**config.mk**
```make
export PLATFORM = sky130hd
export DESIGN_NAME = execute_muldiv_unit_flat
export DESIGN_NICKNAME = d
export VERILOG_FILES = /design/src/rtl/execute_muldiv_unit_if.sv /design/src/rtl/execute_muldiv_unit.sv /design/src/flat_wrapper.sv
export SDC_FILE = /design/constraint.sdc
export NUM_CORES = 1
export LEC_CHECK = 0
export CAP_MARGIN = 20
export CORE_MARGIN = 2
export CORE_UTILIZATION = 31
export DETAILED_ROUTE_END_ITERATION = 10
export SYNTH_ARGS = -nofsm -noshare
export SYNTH_HDL_FRONTEND = slang
export SYNTH_SLANG_ARGS = --single-unit
```
**constraint.sdc**
```tcl
create_clock -name clk -period 5.7 [get_ports clk]
set_clock_uncertainty 0.1 [all_clocks]
set_input_delay 0.57 -clock clk [delete_from_list [all_inputs] [get_ports clk]]
set_output_delay 0.57 -clock clk [all_outputs]
set_load 0.01 [all_outputs]
```
**src/rtl/execute_muldiv_unit_if.sv**
```systemverilog
// Request/response bundle between the execute stage and the multi-cycle
// multiply/divide unit. The master side is the pipeline, the slave side is
// the unit itself.
interface execute_muldiv_unit_if #(
    parameter int XLEN = 32
);
    logic            in_valid;
    logic            in_ready;
    logic [2:0]      op;
    logic [XLEN-1:0] left_operand;
    logic [XLEN-1:0] right_operand;
    logic [4:0]      rd_in;
    logic            flush;
    logic            stall;
    logic            out_valid;
    logic [XLEN-1:0] result;
    logic [4:0]      rd_out;

    modport master (
        output in_valid, op, left_operand, right_operand, rd_in, flush,
        input  in_ready, stall, out_valid, result, rd_out
    );

    modport slave (
        input  in_valid, op, left_operand, right_operand, rd_in, flush,
        output in_ready, stall, out_valid, result, rd_out
    );
endinterface

```
**src/rtl/execute_muldiv_unit.sv**
```systemverilog
// Multi-cycle RISC-V M-extension unit for the execute stage.
// Multiplies with a radix-2 shift-add loop and divides with a restoring
// loop, one bit per cycle, on operand magnitudes; signs are re-applied when
// the last iteration retires. Divide-by-zero and signed-overflow divides
// carry a precomputed result and may bypass the loop when FAST_SPECIAL=1.
module execute_muldiv_unit #(
    parameter int XLEN         = 32,
    parameter int FAST_SPECIAL = 1
) (
    input logic                  clk,
    input logic                  rst,
    execute_muldiv_unit_if.slave bus
);
    localparam int CW = $clog2(XLEN);
    localparam logic [CW-1:0] LAST = CW'(XLEN - 1);

    localparam logic [2:0] OP_MUL    = 3'd0;
    localparam logic [2:0] OP_MULH   = 3'd1;
    localparam logic [2:0] OP_MULHSU = 3'd2;
    localparam logic [2:0] OP_MULHU  = 3'd3;
    localparam logic [2:0] OP_DIV    = 3'd4;
    localparam logic [2:0] OP_DIVU   = 3'd5;
    localparam logic [2:0] OP_REM    = 3'd6;
    localparam logic [2:0] OP_REMU   = 3'd7;

    typedef enum logic [1:0] {
        IDLE = 2'd0,
        CALC = 2'd1,
        DONE = 2'd2
    } state_t;

    state_t state;
    logic [CW-1:0] count;

    // Operation context captured at accept.
    logic [2:0]        op_p0;
    logic [4:0]        rd_p0;
    logic              neg_a_p0;
    logic              neg_b_p0;
    logic [XLEN-1:0]   mag_b_p0;
    logic              special_p0;
    logic [XLEN-1:0]   special_res_p0;
    // Shared iteration register: {hi, lo} product for multiply,
    // {partial remainder, quotient} for divide.
    logic [2*XLEN-1:0] acc;

    logic              accept;
    logic              signed_a;
    logic              signed_b;
    logic              neg_a_in;
    logic              neg_b_in;
    logic [XLEN-1:0]   mag_a_in;
    logic [XLEN-1:0]   mag_b_in;
    logic              div_zero_in;
    logic              overflow_in;
    logic              special_in;
    logic [XLEN-1:0]   special_res_in;

    logic [XLEN:0]     mul_sum;
    logic [XLEN:0]     div_shift;
    logic [XLEN-1:0]   div_diff;
    logic [2*XLEN-1:0] acc_next;
    logic [2*XLEN-1:0] prod_signed;
    logic [XLEN-1:0]   final_res;

    function automatic logic [XLEN-1:0] apply_sign(input logic [XLEN-1:0] val,
                                                   input logic neg);
        return neg ? (~val + XLEN'(1)) : val;
    endfunction

    function automatic logic [2*XLEN-1:0] apply_sign_wide(input logic [2*XLEN-1:0] val,
                                                          input logic neg);
        return neg ? (~val + (2*XLEN)'(1)) : val;
    endfunction

    assign accept     = (state == IDLE) && bus.in_valid && !bus.flush;
    assign bus.in_ready = (state == IDLE);
    assign bus.stall    = accept || (state == CALC);

    // Decode operand signedness and special divides from the incoming request.
    always_comb begin
        signed_a = 1'b0;
        signed_b = 1'b0;
        case (bus.op)
            OP_MULH, OP_DIV, OP_REM: begin
                signed_a = 1'b1;
                signed_b = 1'b1;
            end
            OP_MULHSU: signed_a = 1'b1;
            default: ;
        endcase

        neg_a_in = signed_a && bus.left_operand[XLEN-1];
        neg_b_in = signed_b && bus.right_operand[XLEN-1];
        mag_a_in = apply_sign(bus.left_operand, neg_a_in);
        mag_b_in = apply_sign(bus.right_operand, neg_b_in);

        div_zero_in = bus.op[2] && (bus.right_operand == '0);
        overflow_in = ((bus.op == OP_DIV) || (bus.op == OP_REM)) &&
                      (bus.left_operand == {1'b1, {(XLEN-1){1'b0}}}) &&
                      (bus.right_operand == '1);
        special_in  = div_zero_in || overflow_in;

        special_res_in = '0;
        if (div_zero_in) begin
            // REM/REMU (op[1]=1) return the dividend, DIV/DIVU all ones.
            special_res_in = bus.op[1] ? bus.left_operand : '1;
        end else if (overflow_in) begin
            special_res_in = bus.op[1] ? '0 : bus.left_operand;
        end
    end

    // One iteration step and the signed result it would retire.
    always_comb begin
        mul_sum   = {1'b0, acc[2*XLEN-1:XLEN]} + (acc[0] ? {1'b0, mag_b_p0} : '0);
        div_shift = acc[2*XLEN-1:XLEN-1];
        div_diff  = div_shift[XLEN-1:0] - mag_b_p0;

        if (op_p0[2]) begin
            if (div_shift >= {1'b0, mag_b_p0}) begin
                acc_next = {div_diff, acc[XLEN-2:0], 1'b1};
            end else begin
                acc_next = {div_shift[XLEN-1:0], acc[XLEN-2:0], 1'b0};
            end
        end else begin
            acc_next = {mul_sum, acc[XLEN-1:1]};
        end

        prod_signed = apply_sign_wide(acc_next, neg_a_p0 ^ neg_b_p0);

        final_res = '0;
        if (special_p0) begin
            final_res = special_res_p0;
        end else begin
            case (op_p0)
                OP_MUL:                       final_res = prod_signed[XLEN-1:0];
                OP_MULH, OP_MULHSU, OP_MULHU: final_res = prod_signed[2*XLEN-1:XLEN];
                OP_DIV, OP_DIVU:              final_res = apply_sign(acc_next[XLEN-1:0],
                                                                     neg_a_p0 ^ neg_b_p0);
                OP_REM, OP_REMU:              final_res = apply_sign(acc_next[2*XLEN-1:XLEN],
                                                                     neg_a_p0);
                default:                      final_res = '0;
            endcase
        end
    end

    // Datapath registers: capture the request on accept, iterate in CALC.
    always_ff @(posedge clk) begin
        if (accept) begin
            op_p0          <= bus.op;
            rd_p0          <= bus.rd_in;
            neg_a_p0       <= neg_a_in;
            neg_b_p0       <= neg_b_in;
            mag_b_p0       <= mag_b_in;
            special_p0     <= special_in;
            special_res_p0 <= special_res_in;
            acc            <= {{XLEN{1'b0}}, mag_a_in};
        end else if (state == CALC) begin
            acc <= acc_next;
        end
    end

    // Control FSM; flush outranks every transition, reset outranks flush.
    always_ff @(posedge clk) begin
        if (rst) begin
            state         <= IDLE;
            count         <= '0;
            bus.out_valid <= 1'b0;
            bus.result    <= '0;
            bus.rd_out    <= '0;
        end else if (bus.flush) begin
            state         <= IDLE;
            count         <= '0;
            bus.out_valid <= 1'b0;
        end else begin
            case (state)
                IDLE: begin
                    bus.out_valid <= 1'b0;
                    count         <= '0;
                    if (bus.in_valid) begin
                        if ((FAST_SPECIAL != 0) && special_in) begin
                            state         <= DONE;
                            bus.out_valid <= 1'b1;
                            bus.result    <= special_res_in;
                            bus.rd_out    <= bus.rd_in;
                        end else begin
                            state <= CALC;
                        end
                    end
                end
                CALC: begin
                    if (count == LAST) begin
                        state         <= DONE;
                        count         <= '0;
                        bus.out_valid <= 1'b1;
                        bus.result    <= final_res;
                        bus.rd_out    <= rd_p0;
                    end else begin
                        count <= count + CW'(1);
                    end
                end
                DONE: begin
                    state         <= IDLE;
                    bus.out_valid <= 1'b0;
                end
                default: begin
                    state         <= IDLE;
                    bus.out_valid <= 1'b0;
                end
            endcase
        end
    end
endmodule

```
**src/flat_wrapper.sv**
```systemverilog
// flat-port wrapper written by rule: the top's interface ports become plain ports
module execute_muldiv_unit_flat 
#(
    parameter int XLEN         = 32,
    parameter int FAST_SPECIAL = 1
)
  (clk, rst, bus_in_valid, bus_op, bus_left_operand, bus_right_operand, bus_rd_in, bus_flush, bus_in_ready, bus_stall, bus_out_valid, bus_result, bus_rd_out);
  execute_muldiv_unit_if #(.XLEN(XLEN)) bus_i ();
  input logic clk;
  input logic rst;
  input wire logic [$bits(bus_i.in_valid)-1:0] bus_in_valid;
  input wire logic [$bits(bus_i.op)-1:0] bus_op;
  input wire logic [$bits(bus_i.left_operand)-1:0] bus_left_operand;
  input wire logic [$bits(bus_i.right_operand)-1:0] bus_right_operand;
  input wire logic [$bits(bus_i.rd_in)-1:0] bus_rd_in;
  input wire logic [$bits(bus_i.flush)-1:0] bus_flush;
  output wire logic [$bits(bus_i.in_ready)-1:0] bus_in_ready;
  output wire logic [$bits(bus_i.stall)-1:0] bus_stall;
  output wire logic [$bits(bus_i.out_valid)-1:0] bus_out_valid;
  output wire logic [$bits(bus_i.result)-1:0] bus_result;
  output wire logic [$bits(bus_i.rd_out)-1:0] bus_rd_out;
  assign bus_i.in_valid = bus_in_valid;
  assign bus_i.op = bus_op;
  assign bus_i.left_operand = bus_left_operand;
  assign bus_i.right_operand = bus_right_operand;
  assign bus_i.rd_in = bus_rd_in;
  assign bus_i.flush = bus_flush;
  assign bus_in_ready = bus_i.in_ready;
  assign bus_stall = bus_i.stall;
  assign bus_out_valid = bus_i.out_valid;
  assign bus_result = bus_i.result;
  assign bus_rd_out = bus_i.rd_out;
  execute_muldiv_unit #(.XLEN(XLEN), .FAST_SPECIAL(FAST_SPECIAL)) u_core (.clk(clk), .rst(rst), .bus(bus_i));
endmodule
```
==> impl_metrics.ini <==
[timing]
hold_viol_final = 0
worst_pin_slew_ps = 1204
fin_crit_sh = 0.9619
report.final.slew_viol_count = 0
fin_setup_tns_ps = 0
setup_slack_ps = 217.3
layout_min_cycle_time_ps = 5483
max-slew-margin-rel = 0.1972
fmax_mhz = 182.4
setup_violations = 0

[finish]
final-seq-area_um2 = 4756
drive_gt1_frac = 0.1018
area_growth_pct = 18.81
nFillCells = 5783
antenna_cells = 0
finalNetCount = 2464
multi_input_area_um2 = 11890

[synth]
synth_fa_ha_area_frac = 0.05373
ys_warn_count = 0
synth_common_cells = a21oi_1, nor2_1, nand2_1
synthSimpleGateAreaFrac = 0.2256
synth_xor_area_frac = 0.08211
netlist.top_cell.by_area = edfxtp_1
ys.flop_type = edfxtp_1
ys_seq_area_frac = 0.2752
synth-compound-area-share = 0.2879
yosys.area.top_type_share = 0.1860
synthesis.area_um2 = 17280
synth_cells = 2205
avgSynthCellArea_um2 = 7.836
ys_top_cells_by_area = edfxtp_1, dfxtp_1, a21oi_1
ys_async_sr_fraction = 0
synthMuxAreaShare = 0.02686
ys_types = 93
synthesis.nets = 2354
synth_top_family_by_area = compound AO/OA/AOI/OAI gates
ys_ff_latch = 184
synth.most_common_cell = a21oi_1
synth-edff-count = 107

[floorplan]
chipWidth_um = 240.1
start_util = 0.3136
dieArea_um2 = 57640
die_height_um = 240.1
coreArea_um2 = 55090
ios = 116
num_rows = 86

[grt]
grt_antenna_before_repair = 3
track_usage = 0.2591
grt-ovfl-total = 0
grt_max_degree = 80
grt_pass1_vias = 17430
grt_pass1_wl_um = 111700

[placed_design]
place_worst_setup_slack_ps = -118.7
place.gp.congestion = 0.9833
portBuffers = 115
hpwl_um = 59600

[setup_path]
cp_num_buf_inv = 2
r2r_start = u_core.acc[0]$_DFFE_PP_
startpoint = u_core.acc[0]$_DFFE_PP_
critPathTopFamily = compound AO/OA/AOI/OAI gates
endpoint_kind = register
regToRegSetupSlack_ps = 220
worstPathCellList = buf_6, and2_1, ha_1, a21oi_1, o221ai_1, a21oi_1, buf_4, o21ai_0, a21oi_1, xor2_2, o221ai_1, or4_4, o31ai_1, xnor2_1, a21oi_1, a2111oi_0
critical_path.endpoint = u_core.bus.result[19]$_SDFFE_PP0P_
crit_cells = 16
r2r_end = u_core.bus.result[19]$_SDFFE_PP0P_
r2r_cells = 16
critical_path_required_ps = 5950
crit_top_cell = a21oi_1
worstPathArrival_ps = 5740
path_max_fanout = 31
crit_slowest_cell = or4_4
critPathLaunchType = register
critPathMaxStageDelay_ps = 670
crit_type = register to register

[power_and_ir_drop]
powerDensity_nw_per_um2 = 275.3
switching_share = 0.4488
peakVddDrop_mv = 0.2396
power_frac_clock = 0.225
p_int_uw = 3115
finalPower_uw = 5652
power.switching_uw = 2537
seq_power_share = 0.288
p_leak_uw = 0.007632
p_comb_frac = 0.488

[clock_tree]
cts_tree = built
clk_latency_ps = 490
htree_levels = 4
clkTransAtPathRegs_ps = 80
cts_buffers = 17
cts_root_buf = clkbuf_16
cts.sink_count = 184
clk_path_buf_depth = 2

[drt]
top_layer = met4
antenna_left = 0
drt_iter0_drc = 2065
wl_um = 75860
wl_met2_um = 34720
via_per_inst = 6.032
dr.pass1.iters = 6
num_vias = 18550
met3_length_um = 5326
m1WireLength_um = 33030
drc_errors = 0
wire_per_inst_um = 24.66

[flow_run]
maxCapViolations = 0

[hold_path]
hold_start = u_core.bus.result[6]$_SDFFE_PP0P_
worst_hold_path_type = register to register

[outcome]
status = finished, final reports clean
-- cells by family after synthesis --
| family | Yosys count |
|---|---|
| compound gates | 745 |
| mux | 45 |
| xor+xnor | 162 |
| flops | 184 |
| simple gates | 778 |
| fa+ha+maj | 73 |
| buf+inv | 218 |
-- per-stage QoR --
stage	hold slack, ps	util	cells	area [µm²]
3_5_place_dp	364.0	0.3586	3043	19760
2_1_floorplan	366.0	-	2205	17310
3_3_place_gp	353.2	0.3586	3043	19760
4_1_cts	375.2	0.3702	3075	20390
5_1_grt	404.8	0.3726	3076	20530
6_report	370.6	0.3726	3076	20530
-- sequential cells by signal (all words and copies together) (netlist names) --
name and count:
u_core.special_res_p0 32, u_core.bus.out_valid 1, u_core.state 2, u_core.bus.result 32, u_core.count 5, u_core.bus.rd_out 5
u_core.neg_b_p0 1, u_core.special_p0 1, u_core.acc 64, u_core.mag_b_p0 32, u_core.op_p0 3, u_core.rd_p0 5
u_core.neg_a_p0 1
-- worst min-delay path, delay by kind of cell, from the launching register on --
family          cells  cell delay [ps]
flops               1              320
simple gates        1               50
compound gates      1               50
-- area by class of cell --
class | instances | area share
Clock buffer | 17 | 0.02072
Clock inverter | 15 | 0.009873
Inverter | 81 | 0.01493
Multi-Input combinational cell | 1803 | 0.5790
Sequential cell | 184 | 0.2317
Tap cell | 748 | 0.04559
Timing Repair Buffer | 228 | 0.09818
-- cell usage in the layout, fill, tap and decap left out, types with 34 or more instances in the layout --
cell             count
a211oi_1            43
a21o_1              54
a21oi_1            195
a31oi_1             37
and2_1              42
buf_4              111
clkdlybuf4s50_1    115
dfxtp_1             76
edfxtp_1           107
ha_1                68
inv_1               78
mux2i_1             34
nand2_1            190
nand3_1             47
nand4_1             43
nor2_1             189
nor3_1              71
o21ai_0            147
or3_1               40
xnor2_1             99
xor2_1              61
-- repair_timing --
action                                  CTS  global route
gates cloned                              0             0
gates resized for setup                   2            30
hold buffers                              0             0
pin swaps                                 1             6
setup buffers                             0             1
endpoints found under the setup margin    2            16
-- power groups by stage --
stage	Combinational [µW]	Sequential (µW)	Clock, µW
after global placement	2630	1650	0
after detailed placement	2640	1650	0
after global routing	2950	1630	1330
final	2760	1630	1270
after floorplan	1660	1610	0
after CTS	2660	1620	1290
-- worst min path at each step --
stage / endpoint / slack, ps / cells after the start
2_1_floorplan: u_core.count[2]$_SDFFE_PP0P_ / 370 / 2
3_3_place_gp: u_core.bus.result[6]$_SDFFE_PP0P_ / 350 / 2
3_5_place_dp: u_core.bus.result[6]$_SDFFE_PP0P_ / 360 / 2
4_1_cts: u_core.bus.result[6]$_SDFFE_PP0P_ / 380 / 2
5_1_grt: u_core.bus.result[6]$_SDFFE_PP0P_ / 400 / 2
6_report: u_core.bus.result[6]$_SDFFE_PP0P_ / 370 / 2
-- metal layers --
metal / global-route usage / up-vias
met5: 0 / -
met4: 0.09731 / 0
met3: 0.03008 / 123
met2: 0.4157 / 856
met1: 0.3561 / 9053
li1: - / 8521
Note: power is estimated with default switching activity, not from simulation.
==> variant 1: new RTL, config.mk and constraints unchanged <==
Encoding of `state_t`: now one-hot (3 bits for 3 states).
--- a/src/rtl/execute_muldiv_unit.sv
+++ b/src/rtl/execute_muldiv_unit.sv
@@ -25,6 +25,6 @@
 
-    typedef enum logic [1:0] {
-        IDLE = 2'd0,
-        CALC = 2'd1,
-        DONE = 2'd2
+    typedef enum logic [2:0] {
+        IDLE = 3'b001,
+        CALC = 3'b010,
+        DONE = 3'b100
     } state_t;
Formal check against the unedited RTL: same outputs for any inputs over 4 cycles, from zero or initial values and one cycle with rst high; so few cycles prove little.
==> variant 1 against the original RTL <==
Synthesized area down 2.2%. Sequential cell count is 1 higher. Critical endpoint is now u_core.bus.result[18]. Global-route usage is 2.8 points lower. Cell area shrank 5.3%. Setup slack improved by 0.095 ns. Routed wire length fell by 13%.
Power is not compared: it rests on default switching activity, and its combinational part moved more than twofold at a synthesized area within 25%.
==> variant 1: results (changes against the original RTL) <==
| Metric | Value |
|---|---|
| Status | `complete, no violations (unchanged)` |
| Met3 wire len | `4050 microns (was 5330 microns)` |
| Top cells by count, synth | `nor2_1 (198), nand2_1 (193), a21oi_1 (187) (was a21oi_1 (196), nor2_1 (192), nand2_1 (191))` |
| Wl on met1 | `28600 microns (was 33000 microns)` |
| Overall routing resource usage | `23.1% (was 25.9%)` |
| Dpl cell area | `18800 sq um (was 19800 sq um)` |
| Register area share after synthesis | `28.2% (was 27.5%)` |
| #MultiIn Comb | `1724 (was 1803)` |
| Vias | `17200 (was 18600)` |
| Placer Congestion | `0.984 (was 0.983)` |
| Initial antenna violation count | `0 (was 3)` |
| Vias in the first global route | `16500 (was 17400)` |
| Pre-CTS setup slack | `0.375 ns (was -0.119 ns)` |
| Slowest CP cell | `a221oi_4 (was or4_4)` |
| Wire per inst | `22.8 microns (was 24.7 microns)` |
| Clock buffers | `18 (was 17)` |
| Hold endpoint | `u_core.bus.result[2] (was u_core.bus.result[6])` |
| DR iter-0 viols | `1743 (was 2065)` |
| Mux cell area share after synthesis | `3.27% (was 2.69%)` |
| Filler cell count | `5667 (was 5783)` |
| Crit Path Max Fanout | `11 (was 31)` |
| Worst hold start | `u_core.bus.result[2] (was u_core.bus.result[6])` |
| Synth Area in Adders | `5.49% (was 5.37%)` |
| Compound-Gate Fraction of Synth Area | `27.1% (was 28.8%)` |
| Post-CTS setup buffer count | `0 (unchanged)` |
| Finished Layout Cells | `2898 (was 3076)` |
| Largest net degree at the start of global routing | `79 (was 80)` |
| Met2 WL | `30600 microns (was 34700 microns)` |
| R2r setup slk | `0.31 ns (was 0.22 ns)` |
| Area occupied by multi-input gates | `11300 sq um (was 11900 sq um)` |
| Final nets | `2338 (was 2464)` |
| Layout cells sized above 1 | `7.67% (was 10.2%)` |
| Synth cell types | `109 (was 93)` |
| Critical Path Max Stage Delay | `0.71 ns (was 0.67 ns)` |
| Synth Register Bits | `185 (was 184)` |
| Worst slew pin tran | `1.02 ns (was 1.20 ns)` |
| Area contributors post-synth | `edfxtp_1 (19%), dfxtp_1 (9.2%), xnor2_1 (5.5%) (was edfxtp_1 (19%), dfxtp_1 (8.9%), a21oi_1 (5.7%))` |
| Post-synthesis xor/xnor area fraction | `8.29% (was 8.21%)` |
| Initial DRT Pass Iterations | `5 (was 6)` |
| Post-cts resize count | `0 (was 2)` |
| Non-clk invs | `85 (was 81)` |
| Nonclk buf count | `176 (was 228)` |
| Max Clk Rate | `186 MHz (was 182 MHz)` |
| Crit path from | `u_core.mag_b_p0[1] (was u_core.acc[0])` |
| Reg area | `4770 sq um (was 4760 sq um)` |
| Worst Path Arrival | `5.68 ns (was 5.74 ns)` |
| Syn Nets | `2273 (was 2354)` |
| Buffering overhead | `8.37% (was 9.82%)` |
| Final clock-cell share | `2.99% (was 3.06%)` |
| Post-DP HPWL | `51500 microns (was 59600 microns)` |
| Cells after Synth | `2124 (was 2205)` |
| First-pass GRT wire length | `100000 microns (was 112000 microns)` |
| Worst hold slack | `0.377 ns (was 0.371 ns)` |
| Reg2Reg Depth | `18 (was 16)` |
==> variant 1: changes by cell type in the layout (fill, tap and decap cells not counted), moves of 9 or more <==
cell,delta
a211o_1,-9
a21oi_1,-9
buf_4,-52
mux2i_1,+10
nand3_1,+19
nand4_1,-11
nor2b_1,+9
o21ai_0,-39
or3_1,-18
==> variant 1: power groups by stage <==
stage                     Sequential (mW)  Clock [mW]  Combinational, mW
after CTS                            1.50        1.26              0.961
after global placement               1.53           0              0.953
after floorplan                      1.52           0              0.614
after global routing                 1.51        1.31               1.05
after detailed placement             1.54           0              0.957
final                                1.51        1.24              0.980
==> variant 1: metal layers <==
| layer | global-route usage (%) | vias to the layer above |
|---|---|---|
| met4 | 10.4 | 0 |
| met5 | 0 | - |
| li1 | - | 8014 |
| met2 | 37.7 | 620 |
| met3 | 3.03 | 121 |
| met1 | 30.4 | 8427 |
==> variant 2: new RTL, same settings <==
Made on the original files. `XLEN` is set to 32 in 3 places; all go to 16.
--- a/src/rtl/execute_muldiv_unit_if.sv
+++ b/src/rtl/execute_muldiv_unit_if.sv
@@ -4,3 +4,3 @@
 interface execute_muldiv_unit_if #(
-    parameter int XLEN = 32
+    parameter int XLEN = 16
 );
--- a/src/rtl/execute_muldiv_unit.sv
+++ b/src/rtl/execute_muldiv_unit.sv
@@ -6,3 +6,3 @@
 module execute_muldiv_unit #(
-    parameter int XLEN         = 32,
+    parameter int XLEN         = 16,
     parameter int FAST_SPECIAL = 1
--- a/src/flat_wrapper.sv
+++ b/src/flat_wrapper.sv
@@ -3,3 +3,3 @@
 #(
-    parameter int XLEN         = 32,
+    parameter int XLEN         = 16,
     parameter int FAST_SPECIAL = 1
Interface: changed (resized bus_left_operand, bus_result and bus_right_operand); port bits go from 116 to 68. The function was not compared with the original's and may differ.
==> variant 2 against the original RTL <==
Final cell count shrank 52%. Critical path type unchanged. Largest cell class unchanged. Power fell by 52%. Routed wire length is 63% lower. Setup slack better by 0.84 ns. Count of clock-buffer cells in the layout shrank 7. Sequential cell count decreased by 81. Synthesized area fell by 49%. Largest power group unchanged. Cell area fell by 51%. Sequential power decreased by 43%.
==> variant 2: results (changes against the original RTL) <==
| Metric | Value |
|---|---|
| Critical Path Max Stage Delay | `0.60 ns (was 0.67 ns)` |
| DR iter-0 viols | `885 (was 2065)` |
| Dpl cell area | `9810 sq um (was 19800 sq um)` |
| Post-cts resize count | `0 (was 2)` |
| IO buf count | `67 (was 115)` |
| Switching part of the total | `40.8% (was 44.9%)` |
| Combinational power share | `42.9% (was 48.8%)` |
| Worst Path Arrival | `4.85 ns (was 5.74 ns)` |
| Maximum VDD drop | `191 uV (was 240 uV)` |
| Register area share after synthesis | `30.3% (was 27.5%)` |
| Root Buffer | `clkbuf_16 (unchanged)` |
| Leakage Power | `3.75 nW (was 7.63 nW)` |
| Initial antenna violation count | `0 (was 3)` |
| Initial DRT Pass Iterations | `5 (was 6)` |
| Fin worst setup slack | `1.05 ns (was 0.217 ns)` |
| Nonclk buf count | `83 (was 228)` |
| Clock network power share | `23.4% (was 22.5%)` |
| First-pass GRT wire length | `44400 microns (was 112000 microns)` |
| R2r setup slk | `1.05 ns (was 0.22 ns)` |
| Layout cells sized above 1 | `6.23% (was 10.2%)` |
| Flip-flop and latch count | `103 (was 184)` |
| P_sw | `1.12 mW (was 2.54 mW)` |
| Cells after Synth | `1062 (was 2205)` |
| Vias in the first global route | `7950 (was 17400)` |
| Critical path's top delay family | `simple AND/OR/NAND/NOR gates (was compound AO/OA/AOI/OAI gates)` |
| Filler cell count | `2935 (was 5783)` |
| PwrDens | `271 nW/um^2 (was 275 nW/um^2)` |
| Die X-Extent | `172 microns (was 240 microns)` |
| #MultiIn Comb | `865 (was 1803)` |
| Placer Congestion | `0.919 (was 0.983)` |
| Pre-CTS setup slack | `1.26 ns (was -0.119 ns)` |
| Crit Path Max Fanout | `8 (was 31)` |
| Area contributors post-synth | `edfxtp_1 (20%), dfxtp_1 (10%), ha_1 (5.4%) (was edfxtp_1 (19%), dfxtp_1 (8.9%), a21oi_1 (5.7%))` |
| Post-DP HPWL | `22200 microns (was 59600 microns)` |
| Status | `complete, no violations (unchanged)` |
| Cts bufs inserted | `9 (was 17)` |
| Overall routing resource usage | `19.5% (was 25.9%)` |
| Seq/total area | `26.2% (was 23.2%)` |
| Non-clk invs | `41 (was 81)` |
| Final nets | `1187 (was 2464)` |
| Worst slew pin tran | `1.00 ns (was 1.20 ns)` |
| Slowest CP cell | `nor3_1 (was or4_4)` |
| Post-Place Cells | `1470 (was 3043)` |
| Largest register FFs | `32 (was 64)` |
| Vias | `8436 (was 18600)` |
| Top cells by count, synth | `nor2_1 (108), nand2_1 (95), a21oi_1 (77) (was a21oi_1 (196), nor2_1 (192), nand2_1 (191))` |
| Clock buffers | `10 (was 17)` |
| Buffering overhead | `7.82% (was 9.82%)` |
| Final clock-cell share | `3.03% (was 3.06%)` |
| Largest net degree at the start of global routing | `53 (was 80)` |
## variant 2: kinds of logic (layout without fill, tap and decap cells)
family	after synthesis	in the layout	synth area share, %
buffers and inverters	94	140	4.31
DFF	103	103	30.3
and+or+nand+nor	395	395	22.7
AOI/OAI and AO/OA	333	333	26.8
muxes	24	24	2.80
xor gates and xnor gates	73	73	7.30
adders and majority gates	40	40	5.89
## variant 2: final timing paths
kind | start | endpoint | cells past startpoint
worst max-delay path | u_core.mag_b_p0[11] | u_core.bus.result[10] | 16
worst min-delay path | u_core.bus.result[10] | u_core.bus.result[10] | 2
worst max register to register | u_core.mag_b_p0[11] | u_core.bus.result[10] | 16
worst min register to register | u_core.bus.result[10] | u_core.bus.result[10] | 2
## variant 2: routing by layer
metal  up-vias  global-route usage (%)  routed length, microns
li1       4075                       -                       -
met2       303                    31.0                   13000
met3        72                    3.32                    1830
met1      3986                    25.6                   12400
met4         0                    9.39                    1130
met5         -                       0                       0
